<file path="config.mk">
export PLATFORM = sky130hd
export DESIGN_NAME = notes_sequence_player_flat
export DESIGN_NICKNAME = d
export VERILOG_FILES = /design/src/rtl/notes_sequence_player_if.sv /design/src/rtl/notes_sequence_player.sv /design/src/flat_wrapper.sv
export SDC_FILE = /design/constraint.sdc
export NUM_CORES = 1
export LEC_CHECK = 0
export CORE_ASPECT_RATIO = 0.6
export CORE_MARGIN = 3
export CORE_UTILIZATION = 50
export CTS_CLUSTER_SIZE = 20
export DETAILED_ROUTE_END_ITERATION = 6
export HOLD_SLACK_MARGIN = 0.12
export PLACE_DENSITY = 0.76
export SKIP_CTS_REPAIR_TIMING = 1
export SLEW_MARGIN = 0
export SYNTH_ARGS = -nofsm -noshare
export SYNTH_HDL_FRONTEND = slang
export SYNTH_SLANG_ARGS = --single-unit
</file>
<file path="constraint.sdc">
create_clock -name clk -period 2.3 [get_ports clk]
set_clock_uncertainty 0.2 [all_clocks]
set_input_delay 0.23 -clock clk [delete_from_list [all_inputs] [get_ports clk]]
set_output_delay 0.23 -clock clk [all_outputs]
set_load 0.01 [all_outputs]
</file>
<file path="src/rtl/notes_sequence_player_if.sv">
// -----------------------------------------------------------------------------
// notes_sequence_player_if
//
// Bundles the control, note-ROM and tone-generator signals of the note
// sequence player into one interface.
//
//   start        control -> player   one-cycle pulse, begin playback when idle
//   stop         control -> player   abort playback (level or pulse)
//   rom_address  player  -> ROM      8-bit word address
//   rom_note     ROM     -> player   5-bit note index
//   rom_note_on  ROM     -> player   event type, 1 = note on, 0 = note off
//   rom_delay    ROM     -> player   10-bit delta time in ticks before the event
//   tone_note    player  -> tone     current note index
//   tone_active  player  -> tone     gate
//   note_strobe  player  -> tone     one-cycle pulse per applied event
//   busy         player  -> control  high while playing
//   done         player  -> control  one-cycle pulse at end of a non-looping song
//
// Modports:
//   master : the player
//   slave  : the environment (controller, ROM, tone generator)
// -----------------------------------------------------------------------------
interface notes_sequence_player_if;
    logic       start;
    logic       stop;
    logic [7:0] rom_address;
    logic [4:0] rom_note;
    logic       rom_note_on;
    logic [9:0] rom_delay;
    logic [4:0] tone_note;
    logic       tone_active;
    logic       note_strobe;
    logic       busy;
    logic       done;

    modport master (
        input  start, stop, rom_note, rom_note_on, rom_delay,
        output rom_address, tone_note, tone_active, note_strobe, busy, done
    );

    modport slave (
        output start, stop, rom_note, rom_note_on, rom_delay,
        input  rom_address, tone_note, tone_active, note_strobe, busy, done
    );
endinterface

</file>
<file path="src/rtl/notes_sequence_player.sv">
// -----------------------------------------------------------------------------
// notes_sequence_player
//
// Walks a note-event ROM and plays it in real time. For every word it
// issues the address, waits ROM_LAT cycles for the data, captures the event,
// waits delay*TICK_DIV cycles, then applies the event to a monophonic
// note/gate pair. Each event costs ROM_LAT+2 extra cycles of overhead which
// is intentionally not compensated.
//
// Parameters:
//   SEQ_LEN  number of valid ROM words (addresses 0..SEQ_LEN-1), 1..256
//   TICK_DIV clk cycles per delay tick, >= 1
//   ROM_LAT  clk cycles from address change to valid ROM data, >= 1
//   LOOP     1 = wrap to address 0 after the last event, 0 = stop with done
//
// Ports:
//   clk    system clock
//   reset  synchronous active-high reset
//   bus    notes_sequence_player_if.master (control, ROM and tone signals)
//
// All outputs are registered. note_strobe, tone_note and tone_active all
// change on the edge that enters APPLY, so the strobe cycle already shows
// the new note state; the address advance happens on the edge leaving APPLY.
// -----------------------------------------------------------------------------
module notes_sequence_player #(
    parameter int SEQ_LEN  = 146,
    parameter int TICK_DIV = 50000,
    parameter int ROM_LAT  = 2,
    parameter int LOOP     = 1
) (
    input  logic                       clk,
    input  logic                       reset,
    notes_sequence_player_if.master    bus
);

    localparam int PRE_W = (TICK_DIV > 1) ? $clog2(TICK_DIV) : 1;
    localparam int LAT_W = (ROM_LAT > 1) ? $clog2(ROM_LAT) : 1;

    localparam logic [7:0]       LAST_ADDR = 8'(SEQ_LEN - 1);
    localparam logic [PRE_W-1:0] PRE_MAX   = PRE_W'(TICK_DIV - 1);
    localparam logic [LAT_W-1:0] LAT_MAX   = LAT_W'(ROM_LAT - 1);

    typedef enum logic [2:0] {
        IDLE,
        FETCH,
        LOAD,
        WAIT,
        APPLY
    } state_t;

    state_t           state;
    logic [LAT_W-1:0] lat_cnt;
    logic [PRE_W-1:0] presc;
    logic [9:0]       remaining;

    // captured event
    logic [4:0]       ev_note;
    logic             ev_on;

    // event application, shared by the zero-delay path out of LOAD and the
    // final tick of WAIT
    logic             fire;
    logic [4:0]       fire_note;
    logic             fire_on;
    logic             tick_wrap;
    logic             at_last;

    always_comb begin
        tick_wrap = (presc == PRE_MAX);
        at_last   = (bus.rom_address == LAST_ADDR);
        fire      = 1'b0;
        fire_note = ev_note;
        fire_on   = ev_on;
        if (state == LOAD) begin
            // zero-delay events skip WAIT, so take the ROM data directly
            fire      = (bus.rom_delay == 10'd0);
            fire_note = bus.rom_note;
            fire_on   = bus.rom_note_on;
        end else if (state == WAIT) begin
            fire      = tick_wrap && (remaining == 10'd1);
        end
    end

    always_ff @(posedge clk) begin
        if (reset) begin
            state           <= IDLE;
            lat_cnt         <= '0;
            presc           <= '0;
            remaining       <= '0;
            ev_note         <= '0;
            ev_on           <= 1'b0;
            bus.rom_address <= '0;
            bus.tone_note   <= '0;
            bus.tone_active <= 1'b0;
            bus.note_strobe <= 1'b0;
            bus.busy        <= 1'b0;
            bus.done        <= 1'b0;
        end else begin
            bus.note_strobe <= 1'b0;
            bus.done        <= 1'b0;

            if (state != IDLE && bus.stop) begin
                // abort wins over whatever transition was due this cycle
                state           <= IDLE;
                bus.busy        <= 1'b0;
                bus.tone_active <= 1'b0;
                bus.rom_address <= '0;
            end else begin
                unique case (state)
                    IDLE: begin
                        if (bus.start && !bus.stop) begin
                            bus.rom_address <= '0;
                            lat_cnt         <= '0;
                            bus.busy        <= 1'b1;
                            state           <= FETCH;
                        end
                    end

                    FETCH: begin
                        if (lat_cnt == LAT_MAX) begin
                            state <= LOAD;
                        end else begin
                            lat_cnt <= lat_cnt + 1'b1;
                        end
                    end

                    LOAD: begin
                        ev_note   <= bus.rom_note;
                        ev_on     <= bus.rom_note_on;
                        presc     <= '0;
                        remaining <= bus.rom_delay;
                        state     <= fire ? APPLY : WAIT;
                    end

                    WAIT: begin
                        if (tick_wrap) begin
                            presc     <= '0;
                            remaining <= remaining - 10'd1;
                            if (fire) begin
                                state <= APPLY;
                            end
                        end else begin
                            presc <= presc + 1'b1;
                        end
                    end

                    APPLY: begin
                        lat_cnt <= '0;
                        if (at_last) begin
                            if (LOOP != 0) begin
                                bus.rom_address <= '0;
                                state           <= FETCH;
                            end else begin
                                bus.busy <= 1'b0;
                                state    <= IDLE;
                            end
                        end else begin
                            bus.rom_address <= bus.rom_address + 8'd1;
                            state           <= FETCH;
                        end
                    end

                    default: state <= IDLE;
                endcase

                if (fire) begin
                    bus.note_strobe <= 1'b1;
                    if (fire_on) begin
                        // note on always retriggers, even over another note
                        bus.tone_note   <= fire_note;
                        bus.tone_active <= 1'b1;
                    end else if (fire_note == bus.tone_note) begin
                        // off for a note that is not the current one is ignored
                        bus.tone_active <= 1'b0;
                    end
                    // last event of a one-shot song: silence overrides the event
                    if (at_last && LOOP == 0) begin
                        bus.done        <= 1'b1;
                        bus.tone_active <= 1'b0;
                    end
                end
            end
        end
    end

endmodule

</file>
<file path="src/flat_wrapper.sv">
// flat-port wrapper written by rule: the top's interface ports become plain ports
module notes_sequence_player_flat 
#(
    parameter int SEQ_LEN  = 146,
    parameter int TICK_DIV = 50000,
    parameter int ROM_LAT  = 2,
    parameter int LOOP     = 1
)
  (clk, reset, bus_start, bus_stop, bus_rom_note, bus_rom_note_on, bus_rom_delay, bus_rom_address, bus_tone_note, bus_tone_active, bus_note_strobe, bus_busy, bus_done);
  notes_sequence_player_if bus_i ();
  input  logic clk;
  input  logic reset;
  input wire logic [$bits(bus_i.start)-1:0] bus_start;
  input wire logic [$bits(bus_i.stop)-1:0] bus_stop;
  input wire logic [$bits(bus_i.rom_note)-1:0] bus_rom_note;
  input wire logic [$bits(bus_i.rom_note_on)-1:0] bus_rom_note_on;
  input wire logic [$bits(bus_i.rom_delay)-1:0] bus_rom_delay;
  output wire logic [$bits(bus_i.rom_address)-1:0] bus_rom_address;
  output wire logic [$bits(bus_i.tone_note)-1:0] bus_tone_note;
  output wire logic [$bits(bus_i.tone_active)-1:0] bus_tone_active;
  output wire logic [$bits(bus_i.note_strobe)-1:0] bus_note_strobe;
  output wire logic [$bits(bus_i.busy)-1:0] bus_busy;
  output wire logic [$bits(bus_i.done)-1:0] bus_done;
  assign bus_i.start = bus_start;
  assign bus_i.stop = bus_stop;
  assign bus_i.rom_note = bus_rom_note;
  assign bus_i.rom_note_on = bus_rom_note_on;
  assign bus_i.rom_delay = bus_rom_delay;
  assign bus_rom_address = bus_i.rom_address;
  assign bus_tone_note = bus_i.tone_note;
  assign bus_tone_active = bus_i.tone_active;
  assign bus_note_strobe = bus_i.note_strobe;
  assign bus_busy = bus_i.busy;
  assign bus_done = bus_i.done;
  notes_sequence_player #(.SEQ_LEN(SEQ_LEN), .TICK_DIV(TICK_DIV), .ROM_LAT(ROM_LAT), .LOOP(LOOP)) u_core (.clk(clk), .reset(reset), .bus(bus_i));
endmodule
</file>
==> flow_metrics.env, run 1 <==
export IMPL_yosysWarnings=0
export IMPL_p_leak_nw=1.33
export IMPL_status="complete, but fails checks"
export IMPL_syn_num_nets=386
export IMPL_synthFlopType="dfxtp_1"
export IMPL_wl_um=8150
export IMPL_synthTopCellsByArea="dfxtp_1 (35%), nor2_1 (6.5%), a21oi_1 (5.1%)"
export IMPL_switching_power_mw=0.372
export IMPL_fin_crit_sh_pct=102
export IMPL_layout_drive_gt1_share_pct=16.9
export IMPL_synth_area_leader_cell="dfxtp_1"
export IMPL_die_x_um=105
export IMPL_cp_max_fo=7
export IMPL_grt_start_max_net_pins=27
export IMPL_swShare_pct=23.4
export IMPL_period_minus_slack_ns=2.35
export IMPL_p_comb_share_pct=8.6
export IMPL_fillCellCount=451
export IMPL_synthArstFlopShare_pct=0
export IMPL_grt_pass1_wl_um=13300
export IMPL_end_kind="register"
export IMPL_port_buffers=35
export IMPL_drc=0
export IMPL_hold_viol_final=0
export IMPL_ir_drop_v=0.000298
export IMPL_setup_tns_final_ns=-0.255
export IMPL_firstDrtPassIters=5
export IMPL_cts_root_buf="clkbuf_8"
export IMPL_n_antenna_cell=0
export IMPL_clock_power_share_pct=34.1
export IMPL_wl_per_cell_um=16.4
export IMPL_row_count=20
export IMPL_dp_cells=486
export IMPL_start_kind="register"
export IMPL_maxSlewViolCount=0
export IMPL_max_cap_violations=0
export IMPL_viasPerCell=5.90
export IMPL_final_antenna_net_count=0
export IMPL_ys_ff_latch=52
export IMPL_clkLatencyLatePin_ns=0.31
export IMPL_ioPinCount=37
export IMPL_die_area_sq_mm=0.00686
export IMPL_cp_required_ns=2.29
export IMPL_pwr_share_seq_pct=57.4
export IMPL_p_per_area_mw_per_mm2=428
export IMPL_globalRouteTotalUtil_pct=24.1
export IMPL_cts_sinks=52
export IMPL_grt_antenna_before_repair=0
export IMPL_crit_arrival_ns=2.34
export IMPL_numCtsBuffers=5
export IMPL_path_clk_slew_ns=0.09
export IMPL_gp_congestion=0.875
export IMPL_final_nets=445
export IMPL_avgSynthCellArea_sq_um=8.13
export IMPL_yosysSeqAreaShare_pct=35.4
export IMPL_synth_edff_count=0
export IMPL_netlist_area_leader_share_pct=35.4
export IMPL_core_sq_mm=0.00536
export IMPL_dp_hpwl_um=6010
export IMPL_finalSetupViolations=6
export IMPL_max_freq_mhz=426
export IMPL_start_util_pct=54.8
export IMPL_setup_slack_ns=-0.0459
export IMPL_grt_overflow=0
export IMPL_final_cells=498
export IMPL_synthDistinctLibCells=65
export IMPL_grt_pass1_vias=2625
export IMPL_crit_type="reg -> reg"
export IMPL_drt_iter0_drc=227
export IMPL_via_count=2938
export IMPL_hp_class="reg -> reg"
export IMPL_p_int_mw=1.22
export IMPL_syn_area_sq_mm=0.00294
export IMPL_die_h_um=65.4
export IMPL_clk_path_buf_depth=2
export IMPL_synthCells=361
export IMPL_violations="setup timing"
export IMPL_htree_levels=2
export IMPL_grt_setup_unrepaired="true"
export IMPL_cts_tree="built"
export IMPL_syn_to_final_growth_pct=26.5
## cell families after synthesis
| kind of cell | after synthesis | share of synthesized area, % |
|---|---|---|
| compound gates | 86 | 20.2 |
| xor+xnor | 13 | 3.88 |
| fa+ha+maj | 5 | 2.13 |
| buf+inv | 33 | 4.94 |
| flops | 52 | 35.4 |
| mux | 8 | 2.73 |
| other cells | 1 | 0.128 |
| simple gates | 163 | 30.6 |
## stage by stage
step	utilization, %	setup slack, ns	instance area [sq um]	hold WS [ns]	power [mW]
floorplan	-	0.0134	2940	0.122	0.996
global placement	66.0	0.0127	3530	0.265	1.06
detailed placement	66.0	-0.118	3530	0.265	1.06
CTS	67.7	-0.137	3620	0.276	1.59
global route	69.3	-0.105	3710	0.329	1.66
finish	69.3	-0.0459	3710	0.274	1.59
## synthesized netlist by cell type (all sizes together) (3+ instances only)
master / count
xor2: 6
or4: 4
nor4b: 3
nand2b: 7
a211oi: 7
nand2: 23
mux2i: 8
clkbuf: 14
nor2b: 6
nor4: 8
o31ai: 3
dfxtp: 52
a22oi: 3
and2: 4
nor2: 51
nand4: 6
a21oi: 31
or3: 3
o32ai: 3
o41ai: 3
nand3: 13
inv: 13
nand4b: 3
a31oi: 5
nor3: 13
nand3b: 4
xnor2: 7
ha: 5
o21ai: 16
buf: 6
## critical path: stages, from the launching register on
cell and delay, ns:
dfxtp_2 0.32, or4b_4 0.54, or4_4 0.60, o21ai_4 0.26
and2_4 0.23, a211oi_2 0.07
## final cells by class
type,instances,area (sq um),share of cell area [%]
clock buffers,8,90.1,2.43
inverters,13,48.8,1.31
multi-input cells,276,1800,48.6
flip-flops and latches,52,1050,28.2
well taps,77,96.3,2.59
repair buffers,72,628,16.9
## registers in the layout (all words and copies together), names as in the netlist
signal	count
u_core.bus.tone_note	5
u_core.presc	16
u_core.state	3
u_core.ev_note	5
u_core.remaining	10
u_core.bus.busy	1
u_core.bus.tone_active	1
u_core.bus.rom_address	8
u_core.lat_cnt	1
u_core.ev_on	1
u_core.bus.note_strobe	1
## worst paths after layout
path | slack (ns) | endpoint | from | depth (start not counted)
setup / recovery | -0.05 | u_core.bus.tone_note[4] | u_core.presc[5] | 5
setup reg to reg | -0.05 | u_core.bus.tone_note[4] | u_core.presc[5] | 5
hold reg to reg | 0.27 | u_core.remaining[7] | u_core.remaining[7] | 2
hold / removal | 0.27 | u_core.remaining[7] | u_core.remaining[7] | 2
## power groups by stage
stage / Sequential (mW) / Combinational (mW) / Clock, mW
2_1_floorplan: 0.931 / 0.0649 / 0
4_1_cts: 0.911 / 0.133 / 0.546
3_3_place_gp: 0.932 / 0.129 / 0
3_5_place_dp: 0.933 / 0.132 / 0
6_report: 0.912 / 0.136 / 0.541
5_1_grt: 0.913 / 0.149 / 0.595
## per-layer routing
layer	track usage [%]	vias up	wire, um
met5	0	-	0
met4	6.87	0	100
met3	5.50	11	746
met2	32.7	140	3370
met1	37.3	1362	3940
li1	-	1425	-
## cell usage in the layout, fill, tap and decap left out, drive strengths merged, types with 3 or more instances in the layout
cell / instances
nand4: 6
clkdlybuf4s50: 35
buf: 37
nor4: 8
nor2b: 6
nand2: 23
nor3: 13
nor4b: 3
mux2i: 8
nand4b: 3
dfxtp: 52
nand3b: 4
or4: 4
o21ai: 16
a21oi: 31
nand3: 13
xnor2: 7
ha: 5
or3: 3
nand2b: 7
clkbuf: 8
o32ai: 3
a211oi: 7
inv: 13
o31ai: 3
nor2: 51
a22oi: 3
xor2: 6
and2: 4
a31oi: 5
o41ai: 3
Power figures use the tool's default switching activity.
==> inputs of run 2 (changes only) <==
--- a/config.mk
+++ b/config.mk
@@ -7,11 +7,12 @@
 export LEC_CHECK = 0
 export CORE_ASPECT_RATIO = 0.6
 export CORE_MARGIN = 3
-export CORE_UTILIZATION = 50
+export CORE_UTILIZATION = 55
+export CTS_BUF_LIST = sky130_fd_sc_hd__clkbuf_16
 export CTS_CLUSTER_SIZE = 20
 export DETAILED_ROUTE_END_ITERATION = 6
 export HOLD_SLACK_MARGIN = 0.12
-export PLACE_DENSITY = 0.76
+export PLACE_DENSITY = 0.79
 export SKIP_CTS_REPAIR_TIMING = 1
 export SLEW_MARGIN = 0
 export SYNTH_ARGS = -nofsm -noshare
==> constraint.sdc (replaced) <==
create_clock -name clk -period 2.6 [get_ports clk]
set_clock_uncertainty 0.2 [all_clocks]
set_input_delay 0.26 -clock clk [delete_from_list [all_inputs] [get_ports clk]]
set_output_delay 0.26 -clock clk [all_outputs]
set_load 0.01 [all_outputs]
==> run 2 against run 1 <==
Effect of this change: the run now ends clean; flip-flop and latch count is the same; critical path depth is the same; die area shrank 8.4%; combinational power shrank 15%; cell count shrank 7.0%; power shrank 1.3%; core utilization grew 3.6 points; first-iteration DRC count grew 7.5%; sequential share of layout area grew 1.3 points; largest power group unchanged; count of clock-buffer cells in the layout shrank 3; sequential power shrank 12%; critical endpoint is now u_core.bus.tone_note[3]; highest routed layer unchanged; register-to-register slack gained 0.18 ns.
==> flow_metrics.env, run 2 (synthesized netlist as in run 1, its figures left out) <==
export IMPL_final_cell_mix="dfxtp_1 (52), nor2_1 (51), clkdlybuf4s50_1 (35)"
export IMPL_busiest_layer="met1"
export IMPL_dp_cells=455
export IMPL_fin_crit_sh_pct=94.9
export IMPL_p_per_area_mw_per_mm2=443
export IMPL_fillCellCount=389
export IMPL_htree_levels=2
export IMPL_hp_class="reg -> reg"
export IMPL_crit_path_top_delay_cell="or4b_4"
export IMPL_worstHoldStart="u_core.remaining[7]"
export IMPL_gp_congestion=0.876
export IMPL_top_register="u_core.presc"
export IMPL_hold_viol_final=0
export IMPL_finalSetupViolations=0
export IMPL_grt_pass1_vias=2480
export IMPL_reg_top3="u_core.presc: 16 flops, u_core.remaining: 10 flops, u_core.bus.rom_address: 8 flops"
export IMPL_crit_arrival_ns=2.48
export IMPL_cts_tree="built"
export IMPL_r2r_end="u_core.bus.tone_note[3]"
export IMPL_drt_iter0_drc=244
export IMPL_relSlewSlack_pct=50.2
export IMPL_final_area_sq_mm=0.00354
export IMPL_grt_pass1_wl_um=12200
export IMPL_ioPinCount=37
export IMPL_grt_use_met3_pct=4.57
export IMPL_placed_area_sq_mm=0.00339
export IMPL_cts_sinks=52
export IMPL_crit_buf_inv=0
export IMPL_r2r_slack_ns=0.13
export IMPL_grt_start_max_net_pins=27
export IMPL_crit_type="reg -> reg"
export IMPL_max_freq_mhz=405
export IMPL_ir_drop_v=0.000317
export IMPL_setup_tns_final_ns=0
export IMPL_grt_antenna_before_repair=0
export IMPL_seqCellArea_sq_mm=0.00104
export IMPL_drc=0
export IMPL_fin_hold_ws_ns=0.291
export IMPL_holdPathStages=2
export IMPL_status="completed"
export IMPL_cts_root_buf="clkbuf_16"
export IMPL_cp_required_ns=2.61
export IMPL_largest_register_ffs=16
export IMPL_path_clk_slew_ns=0.07
export IMPL_setup_slack_ns=0.134
export IMPL_numCtsBuffers=5
export IMPL_place_worst_setup_slack_ns=0.150
export IMPL_worstRegToRegCells=5
export IMPL_final_antenna_net_count=0
export IMPL_holdPathEnd="u_core.remaining[7]"
export IMPL_via_count=2794
export IMPL_grtUsageMet2_pct=33.4
export IMPL_max_stage_delay_ns=0.58
export IMPL_grt_util_met1_pct=35.9
export IMPL_viasPerCell=6.03
export IMPL_die_x_um=100
export IMPL_multi_input_area_sq_mm=0.00176
export IMPL_die_area_sq_mm=0.00628
export IMPL_die_h_um=62.6
export IMPL_end_kind="register"
export IMPL_p_leak_nw=1.23
export IMPL_r2r_start="u_core.presc[10]"
export IMPL_dp_hpwl_um=5220
export IMPL_wl_um=7260
export IMPL_clkLatencyLatePin_ns=0.29
export IMPL_wl_per_cell_um=15.7
export IMPL_port_buffers=35
export IMPL_worstPathCellList="or4b_4 -> or4_4 -> o21ai_4 -> a21oi_1 -> a211oi_2"
export IMPL_syn_to_final_growth_pct=20.5
export IMPL_firstDrtPassIters=5
export IMPL_grt_overflow=0
export IMPL_cp_max_fo=9
export IMPL_n_antenna_cell=0
export IMPL_globalRouteTotalUtil_pct=23.4
export IMPL_cp_top_family="simple AND/OR/NAND/NOR gates"
export IMPL_tightest_slew_ns=0.743
export IMPL_final_common_cell="dfxtp_1"
export IMPL_layout_drive_gt1_share_pct=10.0
export IMPL_core_sq_mm=0.00485
export IMPL_period_minus_slack_ns=2.47
export IMPL_start_util_pct=60.6
export IMPL_row_count=19
export IMPL_start_kind="register"
export IMPL_grt_setup_unrepaired="false"
export IMPL_max_cap_violations=0
export IMPL_maxSlewViolCount=0
export IMPL_final_cells=463
export IMPL_clk_path_buf_depth=2
export IMPL_final_nets=424
run 2: cell count changes in the layout (fill, tap and decap cells not counted), moves of 3 or more:
cell,previous run,this run
nor4b_2,3,0
clkbuf_8,6,0
dfxtp_1,48,52
clkbuf_16,0,5
buf_4,37,16
dfxtp_2,4,0
nor4b_1,0,3
run 2: per-stage QoR:
step / util (%) / power (mW)
after global placement: 69.9 / 0.935
after floorplan: - / 0.881
after detailed placement: 69.9 / 0.937
after global routing: 73.0 / 1.63
after CTS: 72.9 / 1.58
final: 73.0 / 1.57
run 2: worst max-delay path by stage:
stage / startpoint / end / slack [ns] / depth (start not counted)
2_1_floorplan: u_core.presc[10] / u_core.bus.tone_note[1] / 0.26 / 6
3_3_place_gp: u_core.presc[10] / u_core.bus.tone_note[1] / 0.21 / 5
3_5_place_dp: u_core.presc[10] / u_core.bus.tone_note[3] / 0.15 / 5
4_1_cts: u_core.state[2] / u_core.state[1] / 0.12 / 3
5_1_grt: u_core.presc[10] / u_core.presc[4] / 0.06 / 5
6_report: u_core.presc[10] / u_core.bus.tone_note[3] / 0.13 / 5
run 2: worst reg2reg max path: stages (launching register included):
cell      delay [ns]
dfxtp_1         0.39
or4b_4          0.59
or4_4           0.58
o21ai_4         0.27
a21oi_1         0.13
a211oi_2        0.24
run 2: report_power, final:
part           leakage [nW]  internal, mW  switching [mW]  total, mW
Clock                0.0635         0.354           0.293      0.646
Sequential            0.419         0.801         0.00409      0.805
Combinational         0.749        0.0558          0.0605      0.116
run 2: layer usage:
layer / routed length [um] / up-vias
li1: - / 1389
met1: 3580 / 1300
met2: 3090 / 96
met3: 535 / 9
met4: 58 / 0
met5: 0 / -
run 2: cell type report:
| cell class | count | share of cell area [%] |
|---|---|---|
| multi-input combinational | 276 | 49.6 |
| sequential | 52 | 29.4 |
| timing repair buffer | 51 | 13.3 |
| clock buffer | 5 | 3.54 |
| tap | 63 | 2.23 |
| inverter | 13 | 1.38 |
| clock inverter | 3 | 0.530 |
